<file path="config.mk">
export PLATFORM = sky130hd
export DESIGN_NAME = rvvi_retire_collector
export DESIGN_NICKNAME = d
export VERILOG_FILES = /design/src/rtl/rvvi_collector_pkg.sv /design/src/rtl/rvvi_collector_compact.sv /design/src/rtl/rvvi_retire_collector.sv
export SDC_FILE = /design/constraint.sdc
export NUM_CORES = 2
export LEC_CHECK = 0
export CORE_MARGIN = 3
export CORE_UTILIZATION = 50
export DETAILED_ROUTE_END_ITERATION = 7
export PLACE_DENSITY_LB_ADDON = 0.3
export SKIP_CTS_REPAIR_TIMING = 1
export SLEW_MARGIN = 20
export SYNTH_ARGS = -nofsm -noshare
export SYNTH_HDL_FRONTEND = slang
export SYNTH_SLANG_ARGS = --single-unit
</file>
<file path="constraint.sdc">
create_clock -name clk_i -period 37.5 [get_ports clk_i]
set_clock_uncertainty 0.2 [all_clocks]
set_input_delay 5.625 -clock clk_i [delete_from_list [all_inputs] [get_ports clk_i]]
set_output_delay 5.625 -clock clk_i [all_outputs]
set_load 0.005 [all_outputs]
</file>
<file path="src/rtl/rvvi_collector_pkg.sv">
// Shared types for the RVVI retire collector: buffered entry layout and drop counter width.
package rvvi_collector_pkg;

    localparam int unsigned PC_W       = 64;
    localparam int unsigned DROP_CNT_W = 16;

    typedef struct packed {
        logic [PC_W-1:0] pc;
        logic [31:0]     insn;
        logic            trap;
        logic [15:0]     vl;
        logic [31:0]     seq;
    } retire_entry_t;

endpackage

</file>
<file path="src/rtl/rvvi_collector_compact.sv">
// Packs valid retire ports into consecutive slots (port 0 oldest) and accepts only as many
// as fit in the free space; the rest are reported as drops.
module rvvi_collector_compact #(
    parameter int unsigned NRET = 2,
    parameter int unsigned CW   = 5,
    parameter int unsigned SW   = 2
) (
    input  logic [NRET-1:0]    valid_i,
    input  logic [CW-1:0]      free_i,
    output logic [NRET-1:0]    accept_o,
    output logic [NRET*SW-1:0] slot_o,
    output logic [SW-1:0]      n_accept_o,
    output logic [SW-1:0]      n_drop_o
);

    int unsigned nv;
    int unsigned na;

    always_comb begin
        nv       = 0;
        na       = 0;
        accept_o = '0;
        slot_o   = '0;
        for (int p = 0; p < int'(NRET); p++) begin
            slot_o[p*SW +: SW] = SW'(nv);
            if (valid_i[p]) begin
                // Accepted ports always form a prefix of the valid ones, so slot == rank.
                if (nv < int'(free_i)) begin
                    accept_o[p] = 1'b1;
                    na          = na + 1;
                end
                nv = nv + 1;
            end
        end
        n_accept_o = SW'(na);
        n_drop_o   = SW'(nv - na);
    end

endmodule

</file>
<file path="src/rtl/rvvi_retire_collector.sv">
// Collects up to NRET retirements per cycle into an in-order buffer and streams them out
// with sequence numbers; overflowing retires are dropped and counted.
module rvvi_retire_collector
    import rvvi_collector_pkg::*;
#(
    parameter int unsigned NRET  = 2,
    parameter int unsigned DEPTH = 16,
    parameter int unsigned XLEN  = 64
) (
    input  logic                       clk_i,
    input  logic                       rst_ni,
    input  logic [NRET-1:0]            ret_valid_i,
    input  logic [NRET*XLEN-1:0]       ret_pc_i,
    input  logic [NRET*32-1:0]         ret_insn_i,
    input  logic [NRET-1:0]            ret_trap_i,
    input  logic [NRET*16-1:0]         ret_vl_i,
    input  logic                       flush_i,
    output logic                       out_valid_o,
    input  logic                       out_ready_i,
    output logic [XLEN-1:0]            out_pc_o,
    output logic [31:0]                out_insn_o,
    output logic                       out_trap_o,
    output logic [15:0]                out_vl_o,
    output logic [31:0]                out_seq_o,
    output logic [$clog2(DEPTH):0]     count_o,
    output logic                       overflow_o,
    output logic [DROP_CNT_W-1:0]      drop_cnt_o
);

    localparam int unsigned AW = $clog2(DEPTH);
    localparam int unsigned CW = AW + 1;
    localparam int unsigned SW = $clog2(NRET + 1);

    retire_entry_t mem [DEPTH];
    retire_entry_t new_entry [NRET];
    retire_entry_t head;

    logic [AW-1:0]         rptr_q, rptr_d, wptr_q, wptr_d;
    logic [CW-1:0]         count_q, count_d, free;
    logic [31:0]           seq_q, seq_d;
    logic                  overflow_q, overflow_d;
    logic [DROP_CNT_W-1:0] drop_cnt_q, drop_cnt_d;
    logic [DROP_CNT_W:0]   drop_sum;
    logic                  pop;
    logic [NRET-1:0]       accept;
    logic [NRET*SW-1:0]    slot;
    logic [SW-1:0]         n_accept, n_drop;

    assign pop  = out_valid_o & out_ready_i;
    assign free = CW'(DEPTH) - count_q + CW'(pop);

    rvvi_collector_compact #(
        .NRET (NRET),
        .CW   (CW),
        .SW   (SW)
    ) u_compact (
        .valid_i    (ret_valid_i),
        .free_i     (free),
        .accept_o   (accept),
        .slot_o     (slot),
        .n_accept_o (n_accept),
        .n_drop_o   (n_drop)
    );

    always_comb begin
        for (int p = 0; p < int'(NRET); p++) begin
            new_entry[p].pc   = PC_W'(ret_pc_i[p*XLEN +: XLEN]);
            new_entry[p].insn = ret_insn_i[p*32 +: 32];
            new_entry[p].trap = ret_trap_i[p];
            new_entry[p].vl   = ret_vl_i[p*16 +: 16];
            new_entry[p].seq  = seq_q + 32'(slot[p*SW +: SW]);
        end
    end

    always_comb begin
        drop_sum   = {1'b0, drop_cnt_q} + (DROP_CNT_W + 1)'(n_drop);
        rptr_d     = rptr_q + AW'(pop);
        wptr_d     = wptr_q + AW'(n_accept);
        count_d    = count_q + CW'(n_accept) - CW'(pop);
        seq_d      = seq_q + 32'(n_accept);
        overflow_d = overflow_q | (n_drop != '0);
        drop_cnt_d = drop_sum[DROP_CNT_W] ? '1 : drop_sum[DROP_CNT_W-1:0];
    end

    // Flush clears everything except the sequence counter.
    always_ff @(posedge clk_i or negedge rst_ni) begin
        if (!rst_ni) begin
            rptr_q     <= '0;
            wptr_q     <= '0;
            count_q    <= '0;
            seq_q      <= '0;
            overflow_q <= 1'b0;
            drop_cnt_q <= '0;
        end else if (flush_i) begin
            rptr_q     <= '0;
            wptr_q     <= '0;
            count_q    <= '0;
            overflow_q <= 1'b0;
            drop_cnt_q <= '0;
        end else begin
            rptr_q     <= rptr_d;
            wptr_q     <= wptr_d;
            count_q    <= count_d;
            seq_q      <= seq_d;
            overflow_q <= overflow_d;
            drop_cnt_q <= drop_cnt_d;
        end
    end

    always_ff @(posedge clk_i) begin
        if (rst_ni && !flush_i) begin
            for (int p = 0; p < int'(NRET); p++) begin
                if (accept[p]) begin
                    mem[wptr_q + AW'(slot[p*SW +: SW])] <= new_entry[p];
                end
            end
        end
    end

    assign head        = mem[rptr_q];
    assign out_valid_o = (count_q != '0);
    assign out_pc_o    = out_valid_o ? head.pc[XLEN-1:0] : '0;
    assign out_insn_o  = out_valid_o ? head.insn : '0;
    assign out_trap_o  = out_valid_o ? head.trap : 1'b0;
    assign out_vl_o    = out_valid_o ? head.vl : '0;
    assign out_seq_o   = out_valid_o ? head.seq : '0;
    assign count_o     = count_q;
    assign overflow_o  = overflow_q;
    assign drop_cnt_o  = drop_cnt_q;

endmodule

</file>
==> results.cfg <==
[status]
status = complete, no violations

[drt]
vias_per_cell = 6.522
drt_iter0_markers = 8861
drcViolationCount = 0
ant_nets = 0
num_vias = 69820
firstDrtPassIters = 7
drt-wirelength-per-cell_um = 33.02
drt_wl_total_um = 353500

[cts]
cts_buffers = 277
clock_sinks = 2382
cts_tree = done
cts_root_buf = clkbuf_16
clock_latency_ps = 940
htree_levels = 5
clockBufferDepth = 4
cts.reportedPaths.clkPinSlew_ps = 60

[die]
rows = 180
die_area_mm2 = 0.2496
die_width_um = 499.6
initial_core_util_pct = 50.46
die_h_um = 499.6
core_area_mm2 = 0.2414
ios = 400

[sta]
whs_ps = 357.0
setup_viol = 0
tns_ps = 0
slew_headroom_pct = 21.62
finalHoldViolations = 0
setup_ws_ps = 24920
rsz0062_at_grt = false
timing.final.crit_share_pct = 33.54
clock.fmax_mhz = 79.50
tightestPinTransition_ps = 1176
period_needed_ps = 12580
drv_slew = 0

[logic_synthesis]
synthArstFlopShare_pct = 2.603
yosysUniqueCellTypes = 70
netlist_area_mm2 = 0.1218
synth-warning-count = 0
avgSynthCellArea_um2 = 16.80
synth-seq-cells = 2382
synthCells = 7250
ys.flop_type = edfxtp_1
syn-num-nets = 7509
yosysSeqAreaShare_pct = 58.46
synth_edf_count = 2320

[placed_design]
gp_congestion = 0.7902
post-place-ws_ps = 25040
dp_hpwl_um = 182800
portBuffers = 399
placed_area_mm2 = 0.1281

[worst_setup_path]
slowest_stage = dfrtp_4
crit_chain = buf_4 > buf_12 > buf_6 > buf_4 > buf_16 > mux4_2 > mux4_2 > and2_1 > clkdlybuf4s50_1
crit_path_end_kind = primary output
crit_required_ps = 31670
worst-path-max-fanout = 96
worstSetupPathType = flip-flop to primary output
cp.arrival_ps = 6750
critPathLaunchType = flip-flop
crit_family = buffers and inverters
max_stage_delay_ps = 890
path_buf_inv = 6

[cells_and_area]
drive_gt1_share_pct = 39.55
final_nets = 7557
fin_area_mm2 = 0.1365
syn_to_final_growth_pct = 12.08

[power_and_ir_drop]
power.total_w = 0.007459
ir_drop_uv = 58.73
power.leakage_nw = 44.35
power.density_mw_per_mm2 = 54.63

[job]
maxCapViolations = 0

[global_route]
grtUsageTotal_pct = 28.25
grt_start_max_net_pins = 140
grt_pass1_vias = 71720
antenna_found_initial = 64
grt_pass1_wl_um = 515400
grt-ovfl-total = 0

[hold_path]
min_path_type = flip-flop to flip-flop
==> stage by stage <==
stage,cells,utilization [%]
4_1_cts,10670,56.49
3_5_place_dp,10200,53.06
6_report,10710,56.56
2_1_floorplan,7250,-
5_1_grt,10680,56.53
3_3_place_gp,10200,53.05
==> cells by family after synthesis <==
group	synth area share, %
flip-flops	58.46
adder cells (fa/ha/maj)	0.3020
buffers and inverters	2.954
AO/OA/AOI/OAI	0.6830
multiplexers	30.43
AND/OR/NAND/NOR	3.576
XOR/XNOR	3.595
==> path summary, 6_finish.rpt <==
check | end | cells after the start | slack, ps | startpoint
max | out_insn_o[6] | 9 | 24920 | rptr_q[0]
min | drop_cnt_o[12] | 1 | 360 | drop_cnt_o[12]
max reg2reg | mem[9][115] | 12 | 30040 | count_o[2]
min reg2reg | drop_cnt_o[12] | 1 | 360 | drop_cnt_o[12]
max in group asynchronous | rptr_q[1] | 2 | 31650 | rst_ni
min in group asynchronous | seq_q[26] | 2 | 4770 | rst_ni
==> area by class of cell <==
cell class	count	area [um2]
diodes	36	90.09
inverters	15	56.30
well taps	3185	3985
clock buffers	337	7306
fillers	18420	104900
multi-input cells	4073	47520
repair buffers	549	5376
clock inverters	129	974.7
flip-flops and latches	2382	71240
==> per-layer routing <==
metal / wire (um) / global-route usage (%)
met1: 142600 / 40.78
met2: 167800 / 44.23
met3: 35000 / 5.660
met4: 8104 / 7.105
met5: 115 / 0
==> Yosys cell counts (4+ instances only) <==
cell,instances,area (um2)
a21oi_1,32,160.2
and4_1,7,61.31
a311oi_1,4,35.03
and2_1,151,944.7
mux2_2,1657,18660
dfrtp_1,62,1551
o311ai_2,4,65.06
fa_1,4,80.08
a31oi_1,5,31.28
buf_6,15,168.9
xnor2_1,156,1366
nand2_2,4,25.02
o31a_1,4,35.03
nand3b_1,9,67.56
buf_4,77,578.1
nand3_1,122,610.6
ha_1,23,287.8
nor2b_1,13,81.33
nor3_1,155,775.7
mux4_2,725,16330
and3_1,6,37.54
nand2_1,101,379.1
buf_1,44,165.2
edfxtp_1,2320,69670
o31ai_1,7,52.55
nand4_1,30,187.7
mux2_1,185,2083
o21ai_0,43,215.2
nor4_1,5,31.28
clkbuf_1,474,1779
nand2b_1,4,25.02
inv_1,15,56.30
nor2_1,220,825.8
buf_2,170,850.8
xor2_1,344,3013
==> sequential cells by signal, indices dropped and copies added (netlist names) <==
name / flops
count_o: 5
wptr_q: 4
drop_cnt_o: 16
rptr_q: 4
mem: 2320
overflow_o: 1
seq_q: 32
==> layout by cell type (no fill, tap or decap), types with 7 or more instances in the layout <==
master and instances:
a21oi_1 31, and2_1 150, and4_1 7, buf_12 17
buf_4 127, bufinv_16 14, clkbuf_1 53, clkbuf_16 284
clkdlybuf4s50_1 398, clkinv_1 59, clkinv_2 43, dfrtp_1 56
diode_2 36, edfxtp_1 2320, ha_1 23, inv_1 15
mux2_1 185, mux2_2 1657, mux4_2 725, nand2_1 100
nand2_8 8, nand3_1 122, nand3b_1 9, nand4_1 30
nor2_1 219, nor2b_1 13, nor3_1 154, o21ai_0 37
o21ai_4 7, o31ai_4 9, xnor2_1 156, xor2_1 343
==> where the power goes <==
| part | internal [W] | switching [W] | total (W) | leakage [nW] |
|---|---|---|---|---|
| clock | 0.00147 | 0.00107 | 0.00255 | 4.07 |
| sequential | 0.00304 | 0.0000638 | 0.00310 | 21.8 |
| combinational | 0.000899 | 0.000909 | 0.00181 | 18.5 |
Note: power is estimated with default switching activity, not from simulation.
